<file path="config.mk">
export PLATFORM = sky130hd
export DESIGN_NAME = prng_draw
export DESIGN_NICKNAME = d
export VERILOG_FILES = /design/src/rtl/prng_draw.sv
export SDC_FILE = /design/constraint.sdc
export NUM_CORES = 1
export LEC_CHECK = 0
export CAP_MARGIN = 40
export CORE_UTILIZATION = 30
export CTS_CLUSTER_DIAMETER = 40
export CTS_CLUSTER_SIZE = 25
export DETAILED_ROUTE_END_ITERATION = 6
export SLEW_MARGIN = 30
export SYNTH_ARGS = -nofsm -noshare
export SYNTH_HDL_FRONTEND = slang
export SYNTH_SLANG_ARGS = --single-unit
export TNS_END_PERCENT = 10
</file>
<file path="constraint.sdc">
create_clock -name clk50M -period 9.7 [get_ports clk50M]
set_clock_uncertainty 0.15 [all_clocks]
set_input_delay 2.425 -clock clk50M [delete_from_list [all_inputs] [get_ports clk50M]]
set_output_delay 2.425 -clock clk50M [all_outputs]
set_load 0.005 [all_outputs]
</file>
<file path="src/rtl/prng_draw.sv">
// PRNG engine (LCG or xorshift32) advancing once per clock, with runtime reseed and
// unbiased bounded draws served over a valid/ready request/response pair.
module prng_draw #(
    parameter int unsigned N     = 32,
    parameter int unsigned MODE  = 0,
    parameter int unsigned A     = 1103515245,
    parameter int unsigned C     = 12345,
    parameter int unsigned SEED  = 1,
    parameter int unsigned OUT_W = 16
) (
    input  logic             clk50M,
    input  logic             reset,
    input  logic             en,
    input  logic             seed_load,
    input  logic [N-1:0]     seed,
    input  logic             req_valid,
    output logic             req_ready,
    input  logic [OUT_W-1:0] lim,
    output logic             out_valid,
    input  logic             out_ready,
    output logic [OUT_W-1:0] out_data,
    // 'rand' is a reserved word in SystemVerilog, hence the suffix
    output logic [N-1:0]     rand_o
);

    localparam logic [N-1:0] A_N    = N'(A);
    localparam logic [N-1:0] C_N    = N'(C);
    localparam logic [N-1:0] SEED_N = N'(SEED);

    typedef enum logic [1:0] {
        IDLE,
        DRAW,
        HOLD
    } state_t;

    state_t           state_q;
    logic [N-1:0]     rand_q;
    logic [N-1:0]     rand_d;
    logic [N-1:0]     nxt;
    logic [N-1:0]     seed_val;
    logic [OUT_W-1:0] lim_q;
    logic [OUT_W-1:0] mask_q;
    logic [OUT_W-1:0] smp;
    logic [OUT_W-1:0] cand;
    logic             accept;
    logic             req_ready_q;
    logic             out_valid_q;
    logic [OUT_W-1:0] out_data_q;

    // Smallest 2^k-1 covering lim-1; lim=0 wraps to all ones (full range).
    function automatic logic [OUT_W-1:0] mask_of(input logic [OUT_W-1:0] l);
        logic [OUT_W-1:0] m;
        m = l - OUT_W'(1);
        for (int unsigned i = 1; i < OUT_W; i = i * 2) begin
            m = m | (m >> i);
        end
        return m;
    endfunction

    always_comb begin
        logic [N-1:0] x1;
        logic [N-1:0] x2;
        logic [N-1:0] x3;
        x1  = rand_q ^ (rand_q << 13);
        x2  = x1 ^ (x1 >> 17);
        x3  = x2 ^ (x2 << 5);
        nxt = (MODE == 1) ? x3 : (rand_q * A_N + C_N);
    end

    always_comb begin
        seed_val = ((MODE == 1) && (seed == '0)) ? N'(1) : seed;
        rand_d   = rand_q;
        if (seed_load) begin
            rand_d = seed_val;
        end else if (en || (state_q == DRAW)) begin
            rand_d = nxt;
        end
    end

    assign smp    = rand_q[N-1 -: OUT_W];
    assign cand   = smp & mask_q;
    assign accept = (lim_q == '0) || (cand < lim_q);

    always_ff @(posedge clk50M) begin
        if (reset) begin
            rand_q      <= SEED_N;
            state_q     <= IDLE;
            req_ready_q <= 1'b1;
            out_valid_q <= 1'b0;
            out_data_q  <= '0;
            lim_q       <= '0;
            mask_q      <= '0;
        end else begin
            rand_q <= rand_d;
            case (state_q)
                IDLE: begin
                    if (req_valid) begin
                        lim_q       <= lim;
                        mask_q      <= mask_of(lim);
                        req_ready_q <= 1'b0;
                        state_q     <= DRAW;
                    end
                end
                DRAW: begin
                    if (accept) begin
                        out_data_q  <= cand;
                        out_valid_q <= 1'b1;
                        state_q     <= HOLD;
                    end
                end
                HOLD: begin
                    if (out_ready) begin
                        out_valid_q <= 1'b0;
                        req_ready_q <= 1'b1;
                        state_q     <= IDLE;
                    end
                end
                default: begin
                    req_ready_q <= 1'b1;
                    out_valid_q <= 1'b0;
                    state_q     <= IDLE;
                end
            endcase
        end
    end

    assign req_ready = req_ready_q;
    assign out_valid = out_valid_q;
    assign out_data  = out_data_q;
    assign rand_o    = rand_q;

endmodule
</file>
==> impl_table.tex, run 1 <==
\begin{tabular}{lr}
\hline
Metric & Value \\
\hline
\multicolumn{2}{l}{\textbf{Worst setup path}} \\
Critical-path cell list & ha\_1 -> xor2\_1 -> ha\_1 -> a21oi\_1 -> fa\_1 -> fa\_1 -> inv\_1 -> fa\_1 -> fa\_1 -> fa\_1 -> inv\_1 -> fa\_1 -> inv\_1 -> ha\_1 -> o2111ai\_1 -> a2111o\_1 -> a31oi\_1 -> o2111ai\_1 -> and3\_1 -> or3\_1 -> a221oi\_1 \\
Req. time, crit path & approximately 9.8 ns \\
Number of buffers and inverters on the critical path & 3 \\
Critical path peak fanout & 9 \\
Arrival time at the worst endpoint & between 7 and 8 ns \\
Type of the worst setup path & reg2reg \\
Kind of cell with the highest combined delay on the critical path & adder cells \\
Sort of element at the start of the critical path & flip-flop \\
FF-to-FF Start & rand\_o[9] \\
Worst reg2reg endpoint & rand\_o[29] \\
Internal reg-to-reg setup slack & between 2 and 2.5 ns \\
Kind of end point of the critical path & flip-flop \\
Critical path's slowest cell & dfxtp\_1 \\
Cell count of the worst reg-to-reg path & 21 \\
Crit path top cell by count & fa\_1 \\
Worst path max stage delay & 0.83 ns \\
\multicolumn{2}{l}{\textbf{Detailed routing}} \\
DR pass1 iterations & 5 \\
Number of vias per cell after detailed routing & around 4.7 \\
Routed length on met2 & between 15 and 20 mm \\
Via count & about 10000 \\
Final ANT Viol Nets & 0 \\
Average wire per standard cell & 18.7 µm \\
Post-Route WL & 41.2 mm \\
Iteration-0 DRC Markers & between 600 and 700 \\
Met3 wirelength from detailed routing & $\sim$1.9 mm \\
Number of remaining DRC errors & 0 \\
Wire length the detailed router placed on met1 & between 15 and 20 mm \\
Top routing layer in use & met5 \\
\multicolumn{2}{l}{\textbf{Timing}} \\
Setup ws final & around 2.4 ns \\
Final hold violation count & 0 \\
Worst slew pin tran & around 0.80 ns \\
Worst slew slack as a fraction of its limit & between 40\% and 50\% \\
Total negative setup slack & 0 ns \\
Minimum hold slack & 0.302 ns \\
Slew Viols, Final & 0 \\
Period utilisation layout & between 70\% and 80\% \\
Final number of setup-violating endpoints & 0 \\
Post-layout min period & 7.33 ns \\
Unrepaired setup endpoints after global routing & no \\
Fmax & roughly 0.14 GHz \\
\multicolumn{2}{l}{\textbf{Worst hold path}} \\
Endpoint, Worst Hold & mask\_q[14] \\
Worst hold path cell count & 2 \\
Start point of the worst hold path & mask\_q[14] \\
Path type of the worst min-delay path & reg2reg \\
\multicolumn{2}{l}{\textbf{Clock tree}} \\
\# hold bufs at CTS & 0 \\
Number of sinks handled by clock tree synthesis & 84 \\
Post-CTS setup buffer count & 0 \\
Worst-Skew Late Latency & between 0.3 and 0.4 ns \\
Number of buffers created by CTS & 9 \\
Resized cells post-CTS & 0 \\
Root buf cell & clkbuf\_16 \\
Clk slew on worst S/H paths & roughly 0.060 ns \\
CTS tree & built \\
H-tree lvl count & 3 \\
Number of buffers between clock root and the deepest sink & 2 \\
\multicolumn{2}{l}{\textbf{Synthesis}} \\
Count leader, synth & inv\_1 \\
Number of cells produced by synthesis & roughly 1500 \\
Cell types with the highest counts after synthesis & inv\_1 (423), ha\_1 (223), fa\_1 (188) \\
Syn Area/Cell & 8.85 µm² \\
Count of unique library cells instantiated by Yosys & 64 \\
Main synth FF type & dfxtp\_1 \\
Cell area after technology mapping & $\sim$0.013 mm² \\
Register bit total from synthesis & 84 \\
Area share of the leading cell type in the synthesized netlist & about 28\% \\
Number of enable-type register cells in the synthesized netlist & 0 \\
Syn nets & around 2000 \\
Proportion of synthesized chip area in sequential cells & about 12\% \\
Async S/R FF share, synth & 0\% \\
Synth top area cells & fa\_1 (28\%), ha\_1 (21\%), dfxtp\_1 (12\%) \\
Count of synthesis-stage warnings from yosys & 0 \\
Cell accounting for the most synthesized area & fa\_1 \\
\multicolumn{2}{l}{\textbf{Die}} \\
Num ports & 104 \\
Initial core utilization & a little under a third \\
Number of placement rows & 77 \\
Die footprint & about 0.046 mm² \\
Height of the die & 214 µm \\
Horiz. Die Dim & $\sim$210 µm \\
Std-Cell Core Area & 0.0442 mm² \\
\multicolumn{2}{l}{\textbf{Final layout}} \\
Total of fill cells in the finished design & about 4500 \\
Antenna Diode Count & 0 \\
Share of final-layout standard cells stronger than drive strength 1 & 2.98\% \\
Count of nets after finishing & 2073 \\
Layout-stage area growth over the synthesis result & 15.1\% \\
Number of cells in the finished layout apart from fillers & between 2000 and 2500 \\
\multicolumn{2}{l}{\textbf{Place}} \\
Count of input and output buffers & 103 \\
Half-perimeter wire length of the detailed placement result & between 30 and 40 mm \\
Post-Place Setup Slack & 2.37 ns \\
Final RePlAce weighted congestion & between 0.9 and 1 \\
Post-placement cell count & $\sim$2200 \\
\multicolumn{2}{l}{\textbf{Global route}} \\
Global routing usage summed across all routing layers & 19.0\% \\
Wire length of the first global-routing pass & approximately 64 mm \\
Antenna violations before repair & 1 \\
Pin count of the biggest net entering global routing & 51 \\
GR Overflow Total & 0 \\
Number of global-route vias before repair & around 11000 \\
\multicolumn{2}{l}{\textbf{Outcome}} \\
Outcome & completed \\
\multicolumn{2}{l}{\textbf{Flow run}} \\
Max-cap check violation count & 0 \\
\hline
\end{tabular}
==> cell type report <==
cell class	instances	area, µm²	area share (%)
clock inverter	6	96.3	0.622
timing repair buffer	113	1110	7.15
clock buffer	10	229	1.48
inverter	423	1590	10.2
tap	592	741	4.78
multi-input combinational	977	10100	64.9
sequential	84	1680	10.8
==> worst max path at each step <==
stage	from	cells past startpoint	to
after floorplan	rand_o[8]	22	rand_o[29]
after global placement	rand_o[9]	21	rand_o[29]
after global routing	rand_o[9]	21	rand_o[29]
after CTS	rand_o[9]	21	rand_o[29]
final	rand_o[9]	21	rand_o[29]
after detailed placement	rand_o[9]	21	rand_o[29]
==> logic make-up (layout without fill, tap and decap cells) <==
logic type	after synthesis	in the layout	share of synthesized area, %
compound gates	215	215	10.6
xor+xnor	65	65	4.23
fa+ha+maj	411	411	48.7
buf+inv	460	552	13.0
flops	84	84	12.5
mux	19	19	1.41
simple gates	267	267	9.56
==> cells in the final DEF, fill, tap and decap left out, types with 6 or more instances in the layout <==
master,count
ha_1,223
and3_1,6
nor3_1,24
clkbuf_16,9
clkdlybuf4s50_1,102
buf_4,9
o211a_1,9
a21o_1,16
a311oi_1,8
mux2i_1,19
fa_1,188
nor4_1,6
nand3_1,6
nor2_1,90
nand2_1,74
dfxtp_1,84
inv_1,423
a211oi_1,14
xnor2_1,47
nand2b_1,7
and2_1,21
a21oi_1,76
o2111ai_1,7
o211ai_1,6
xor2_1,18
a31oi_1,6
o21ai_0,36
==> metal layers <==
metal	track usage (%)	up-vias
met3	2.94	45
met2	32.0	236
met4	4.85	2
met1	25.3	5077
met5	0	-
li1	-	4957
==> flip-flops by register name, summed over array words and instances, names as in the netlist <==
name	count
state_q	2
out_data	16
rand_o	32
lim_q	16
mask_q	16
out_valid	1
req_ready	1
==> tightest hold or removal path: stages (launching register included) <==
cell and delay [ns]:
dfxtp_1 0.31, nand2_1 0.05, a21oi_1 0.05
==> per-stage QoR <==
| step | util, % | cell area (µm²) |
|---|---|---|
| after floorplan | - | 13500 |
| after global placement | 34.3 | 15200 |
| after detailed placement | 34.3 | 15200 |
| after CTS | 35.0 | 15500 |
| after global routing | 35.1 | 15500 |
| final | 35.1 | 15500 |
Power of run 1 is not shown: default switching activity piles up to over one toggle a cycle in this logic, so the estimate is an artifact.
==> run 2: changes to the inputs <==
==> constraint.sdc (replaced) <==
create_clock -name clk50M -period 6.55 [get_ports clk50M]
set_clock_uncertainty 0.15 [all_clocks]
set_input_delay 1.6375 -clock clk50M [delete_from_list [all_inputs] [get_ports clk50M]]
set_output_delay 1.6375 -clock clk50M [all_outputs]
set_load 0.005 [all_outputs]
==> run 2 against run 1 <==
Against the previous run:
- design area increased by 7.9%
- register-to-register slack got worse by 2.3 ns
- final cell count increased by 6.0%
- sequential share of layout area decreased by 0.70 points
- via count increased by 5.0%
- core utilization increased by 2.8 points
- critical path depth increased by 3
- clock-buffer cell count decreased by 1
- global-route usage increased by 1.1 points
- sequential cell count unchanged
- first-iteration DRC count decreased by 17%
- non-clock buffer count increased by 133
==> impl_table.tex, run 2 (synthesis gave the netlist of run 1 again) <==
\begin{tabular}{lr}
\hline
Metric & Value \\
\hline
\multicolumn{2}{l}{\textbf{Worst setup path}} \\
Sort of element at the start of the critical path & flip-flop \\
Critical path peak fanout & 4 \\
Arrival time at the worst endpoint & roughly 6.7 ns \\
Number of buffers and inverters on the critical path & 8 \\
Type of the worst setup path & reg2reg \\
Critical-path cell list & ha\_4 -> inv\_1 -> fa\_1 -> inv\_1 -> ha\_1 -> inv\_1 -> fa\_1 -> inv\_1 -> fa\_1 -> inv\_1 -> fa\_1 -> inv\_1 -> fa\_1 -> inv\_1 -> fa\_1 -> inv\_1 -> ha\_4 -> o2111ai\_2 -> a2111o\_1 -> a31oi\_2 -> o2111ai\_2 -> and3\_1 -> or3\_1 -> a221oi\_2 \\
Worst path max stage delay & around 0.54 ns \\
Crit path top cell by count & inv\_1 \\
Critical path's slowest cell & fa\_1 \\
Kind of cell with the highest combined delay on the critical path & adder cells \\
Kind of end point of the critical path & flip-flop \\
Req. time, crit path & 6.69 ns \\
\multicolumn{2}{l}{\textbf{Clock tree}} \\
Worst-Skew Late Latency & 0.37 ns \\
Post-CTS setup buffer count & 0 \\
Clk slew on worst S/H paths & 0.08 ns \\
\# hold bufs at CTS & 0 \\
H-tree lvl count & 3 \\
Number of buffers created by CTS & 9 \\
Root buf cell & clkbuf\_16 \\
Number of buffers between clock root and the deepest sink & 2 \\
CTS tree & built \\
Number of sinks handled by clock tree synthesis & 84 \\
\multicolumn{2}{l}{\textbf{Detailed routing}} \\
DR pass1 iterations & 4 \\
Final ANT Viol Nets & 0 \\
Top routing layer in use & met5 \\
Met3 wirelength from detailed routing & $\sim$2.1 mm \\
Wire length the detailed router placed on met1 & between 15 and 20 mm \\
Number of remaining DRC errors & 0 \\
Iteration-0 DRC Markers & 549 \\
Via count & around 11000 \\
Routed length on met2 & 21.7 mm \\
Average wire per standard cell & roughly 19 µm \\
Post-Route WL & around 44 mm \\
Number of vias per cell after detailed routing & between 4 and 5 \\
\multicolumn{2}{l}{\textbf{Die}} \\
Die footprint & around 0.046 mm² \\
Horiz. Die Dim & roughly 210 µm \\
Number of placement rows & 77 \\
Initial core utilization & just over 30\% \\
Std-Cell Core Area & approximately 0.044 mm² \\
Num ports & between 100 and 150 \\
Height of the die & roughly 210 µm \\
\multicolumn{2}{l}{\textbf{Timing}} \\
Setup ws final & between 0.04 and 0.05 ns \\
Minimum hold slack & roughly 0.30 ns \\
Fmax & around 0.15 GHz \\
Final hold violation count & 0 \\
Period utilisation layout & around 100\% \\
Unrepaired setup endpoints after global routing & yes \\
Worst slew slack as a fraction of its limit & between 40\% and 50\% \\
Post-layout min period & roughly 6.5 ns \\
Final number of setup-violating endpoints & 0 \\
Slew Viols, Final & 0 \\
Worst slew pin tran & $\sim$0.86 ns \\
\multicolumn{2}{l}{\textbf{Final layout}} \\
Design Area, Final & around 0.017 mm² \\
Number of cells in the finished layout apart from fillers & approximately 2300 \\
Highest-count cells in the layout ignoring fill and taps & inv\_1 (423), ha\_1 (213), fa\_1 (185) \\
Antenna Diode Count & 0 \\
Layout-stage area growth over the synthesis result & 24.2\% \\
Most common library cell in the layout ignoring fill and taps & inv\_1 \\
Count of nets after finishing & 2206 \\
Share of final-layout standard cells stronger than drive strength 1 & 12.6\% \\
Max reg flops & 32 \\
\multicolumn{2}{l}{\textbf{Global route}} \\
GR Overflow Total & 0 \\
Global routing usage summed across all routing layers & 20.1\% \\
Wire length of the first global-routing pass & between 60 and 70 mm \\
Pin count of the biggest net entering global routing & 70 \\
Number of global-route vias before repair & $\sim$12000 \\
Antenna violations before repair & 2 \\
\multicolumn{2}{l}{\textbf{Place}} \\
Final RePlAce weighted congestion & just under 1 \\
Count of input and output buffers & about 100 \\
Half-perimeter wire length of the detailed placement result & around 38 mm \\
Post-Place Setup Slack & -0.205 ns \\
Placed Area & $\sim$0.016 mm² \\
Post-placement cell count & 2322 \\
\multicolumn{2}{l}{\textbf{Flow run}} \\
Max-cap check violation count & 0 \\
\multicolumn{2}{l}{\textbf{Worst hold path}} \\
Path type of the worst min-delay path & reg2reg \\
\multicolumn{2}{l}{\textbf{Outcome}} \\
Outcome & completed \\
\hline
\end{tabular}
## run 2: layer usage
metal / track usage, % / up-vias
li1: - / 5212
met1: 25.2 / 5278
met2: 35.6 / 289
met3: 3.09 / 55
met4: 5.44 / 4
met5: 0 / -
## run 2: path summary, 6_finish.rpt
path	end	slack, ns	depth (start not counted)	from
hold reg to reg	mask_q[14]	0.30	2	mask_q[14]
hold / removal	mask_q[14]	0.30	2	mask_q[14]
setup / recovery	rand_o[29]	0.04	24	rand_o[15]
setup reg to reg	rand_o[29]	0.04	24	rand_o[15]
## run 2: tightest hold or removal path, delay by kind of cell (launching register included)
family / cells / cell delay [ns]
flops: 1 / 0.31
simple gates: 1 / 0.05
compound gates: 1 / 0.05
## run 2: final cells by class
| type | count | area, µm² |
|---|---|---|
| clock buffer | 9 | 225 |
| timing repair buffer | 246 | 2120 |
| fill | 4493 | 27500 |
| clock inverter | 6 | 76.3 |
| multi-input combinational | 977 | 10300 |
| sequential | 84 | 1700 |
| inverter | 423 | 1590 |
| tap | 592 | 741 |
## run 2: what timing repair did
item | in CTS | in global routing
resized for setup | 25 | 22
setup endpoints to repair | 11 | 15
pin swaps | 8 | 7
## run 2: stage by stage
step                      util [%]   TNS, ns
after CTS                     37.6  -0.00691
after global placement        36.6     -1.09
final                         37.8         0
after detailed placement      36.6    -0.924
after global routing          37.8     -1.41
after floorplan                  -         0
Power of run 2 is left out for the same reason.
==> run 3: changes to the inputs <==
--- a/config.mk
+++ b/config.mk
@@ -6,6 +6,7 @@
 export NUM_CORES = 1
 export LEC_CHECK = 0
 export CAP_MARGIN = 40
+export CORE_MARGIN = 4
 export CORE_UTILIZATION = 30
 export CTS_CLUSTER_DIAMETER = 40
 export CTS_CLUSTER_SIZE = 25
==> run 3 against run 2 <==
Against the previous run:
- highest routed layer unchanged
- core utilization is 0.82 points higher
- the run now ends with setup timing left
- largest cell class unchanged
- sequential share of layout area is 0.17 points lower
- critical path depth is 1 lower
- clock-buffer cell count is 1 higher
- final cell count is 0.68% higher
- register-to-register slack worse by 0.15 ns
- via count is 0.75% higher
- global-route usage is 1.6 points lower
- first-iteration DRC count is 11% lower
==> impl_table.tex, run 3 (synthesis gave the netlist of run 1 again) <==
\begin{tabular}{lr}
\hline
Metric & Value \\
\hline
\multicolumn{2}{l}{\textbf{Outcome}} \\
Outcome & finished, violations left \\
Violated checks & setup timing \\
\multicolumn{2}{l}{\textbf{Worst setup path}} \\
Critical path peak fanout & 5 \\
Internal reg-to-reg setup slack & -0.11 ns \\
FF-to-FF Start & rand\_o[8] \\
Sort of element at the start of the critical path & flip-flop \\
Arrival time at the worst endpoint & 6.75 ns \\
Worst path max stage delay & between 0.5 and 0.6 ns \\
Cell count of the worst reg-to-reg path & 23 \\
Req. time, crit path & approximately 6.6 ns \\
Critical-path cell list & ha\_4 -> xor2\_4 -> ha\_2 -> a21oi\_4 -> fa\_2 -> fa\_1 -> inv\_1 -> fa\_1 -> fa\_2 -> fa\_1 -> inv\_2 -> fa\_1 -> inv\_2 -> ha\_4 -> o2111ai\_4 -> a2111o\_1 -> buf\_4 -> buf\_6 -> nand2\_1 -> o2111ai\_2 -> a21bo\_2 -> a311oi\_2 -> nor3\_1 \\
Kind of end point of the critical path & flip-flop \\
Crit path top cell by count & fa\_1 \\
Worst reg2reg endpoint & rand\_o[25] \\
Number of buffers and inverters on the critical path & 5 \\
Critical path's slowest cell & fa\_1 \\
Type of the worst setup path & reg2reg \\
Kind of cell with the highest combined delay on the critical path & adder cells \\
\multicolumn{2}{l}{\textbf{Final layout}} \\
Number of cells in the finished layout apart from fillers & 2353 \\
Total of fill cells in the finished design & 4495 \\
Total area of multi-input combinational cells & 0.0105 mm² \\
Design Area, Final & between 0.015 and 0.02 mm² \\
Count of nets after finishing & between 2000 and 2500 \\
Layout-stage area growth over the synthesis result & 27.2\% \\
Seq. cell area & between 0.0015 and 0.002 mm² \\
Max reg flops & 32 \\
Highest-count cells in the layout ignoring fill and taps & inv\_1 (412), ha\_1 (201), fa\_1 (185) \\
Share of final-layout standard cells stronger than drive strength 1 & $\sim$16\% \\
Most common library cell in the layout ignoring fill and taps & inv\_1 \\
Antenna Diode Count & 0 \\
\multicolumn{2}{l}{\textbf{Detailed routing}} \\
Post-Route WL & between 40 and 50 mm \\
Average wire per standard cell & 18.5 µm \\
Via count & roughly 11000 \\
Final ANT Viol Nets & 0 \\
Number of vias per cell after detailed routing & approximately 4.6 \\
DR pass1 iterations & 4 \\
Number of remaining DRC errors & 0 \\
Iteration-0 DRC Markers & 489 \\
\multicolumn{2}{l}{\textbf{Clock tree}} \\
Number of buffers between clock root and the deepest sink & 2 \\
Clk slew on worst S/H paths & approximately 0.070 ns \\
CTS tree & built \\
H-tree lvl count & 3 \\
Root buf cell & clkbuf\_16 \\
Number of sinks handled by clock tree synthesis & 84 \\
Worst-Skew Late Latency & approximately 0.36 ns \\
Number of buffers created by CTS & 9 \\
\multicolumn{2}{l}{\textbf{Timing}} \\
Period utilisation layout & 102\% \\
Worst slew slack as a fraction of its limit & between 40\% and 50\% \\
Setup ws final & -0.112 ns \\
Final number of setup-violating endpoints & 4 \\
Fmax & approximately 0.15 GHz \\
Final hold violation count & 0 \\
Worst slew pin tran & 0.792 ns \\
Post-layout min period & around 6.7 ns \\
Unrepaired setup endpoints after global routing & yes \\
Total negative setup slack & -0.332 ns \\
Slew Viols, Final & 0 \\
\multicolumn{2}{l}{\textbf{Place}} \\
Half-perimeter wire length of the detailed placement result & about 38 mm \\
Post-placement cell count & between 2000 and 2500 \\
Count of input and output buffers & between 100 and 150 \\
Post-Place Setup Slack & -0.561 ns \\
Placed Area & 0.0162 mm² \\
Final RePlAce weighted congestion & about 0.94 \\
\multicolumn{2}{l}{\textbf{Global route}} \\
Pin count of the biggest net entering global routing & 70 \\
Wire length of the first global-routing pass & around 70 mm \\
Number of global-route vias before repair & between 10000 and 15000 \\
Global routing usage summed across all routing layers & a little under a fifth \\
GR Overflow Total & 0 \\
Antenna violations before repair & 2 \\
\multicolumn{2}{l}{\textbf{Worst hold path}} \\
Path type of the worst min-delay path & reg2reg \\
Start point of the worst hold path & mask\_q[14] \\
Endpoint, Worst Hold & mask\_q[14] \\
Worst hold path cell count & 2 \\
\multicolumn{2}{l}{\textbf{Die}} \\
Number of placement rows & 77 \\
Num ports & about 100 \\
Std-Cell Core Area & around 0.044 mm² \\
Initial core utilization & 30.4\% \\
Horiz. Die Dim & 220 µm \\
Die footprint & about 0.048 mm² \\
Height of the die & between 200 and 250 µm \\
\multicolumn{2}{l}{\textbf{Flow run}} \\
Max-cap check violation count & 0 \\
\hline
\end{tabular}
## run 3: how the worst max path moves through the flow
stage	slack, ns	endpoint	startpoint	cells past startpoint
after floorplan	0.0009	rand_o[29]	rand_o[5]	23
after global placement	-0.56	rand_o[20]	rand_o[8]	23
after detailed placement	-0.56	rand_o[20]	rand_o[8]	23
after CTS	-0.11	rand_o[20]	rand_o[8]	23
after global routing	-0.27	rand_o[29]	rand_o[17]	22
final	-0.11	rand_o[25]	rand_o[8]	23
## run 3: through the flow
step                      util [%]  hold WS, ns
final                         38.7        0.303
after global routing          38.7        0.327
after CTS                     38.0        0.305
after detailed placement      36.6        0.295
after global placement        36.6        0.288
after floorplan                  -        0.282
## run 3: per-layer routing
metal	track usage (%)	vias to the layer above	share of wire, %
li1	-	5234	-
met1	23.4	5367	43
met5	0	-	0.062
met4	6.03	4	3.6
met2	32.3	246	49
met3	2.74	68	4.3
## run 3: area by class of cell
type,count,share of cell area [%]
clock buffers,10,1.34
clock inverters,6,0.416
inverters,423,9.27
multi-input cells,977,61.5
flip-flops and latches,84,9.98
well taps,592,4.32
repair buffers,261,13.2
## run 3: timing repair
item,4_1_cts,5_1_grt
hold buffers,0,0
pin swaps,27,43
setup endpoints to repair,11,15
buffers inserted,3,5
resized for setup,54,48
## run 3: worst min-delay path: stages, from the launching register on
cell and delay [ns]:
dfxtp_1 0.31, nand2_1 0.05, a21oi_1 0.05
Power of run 3 is left out for the same reason.
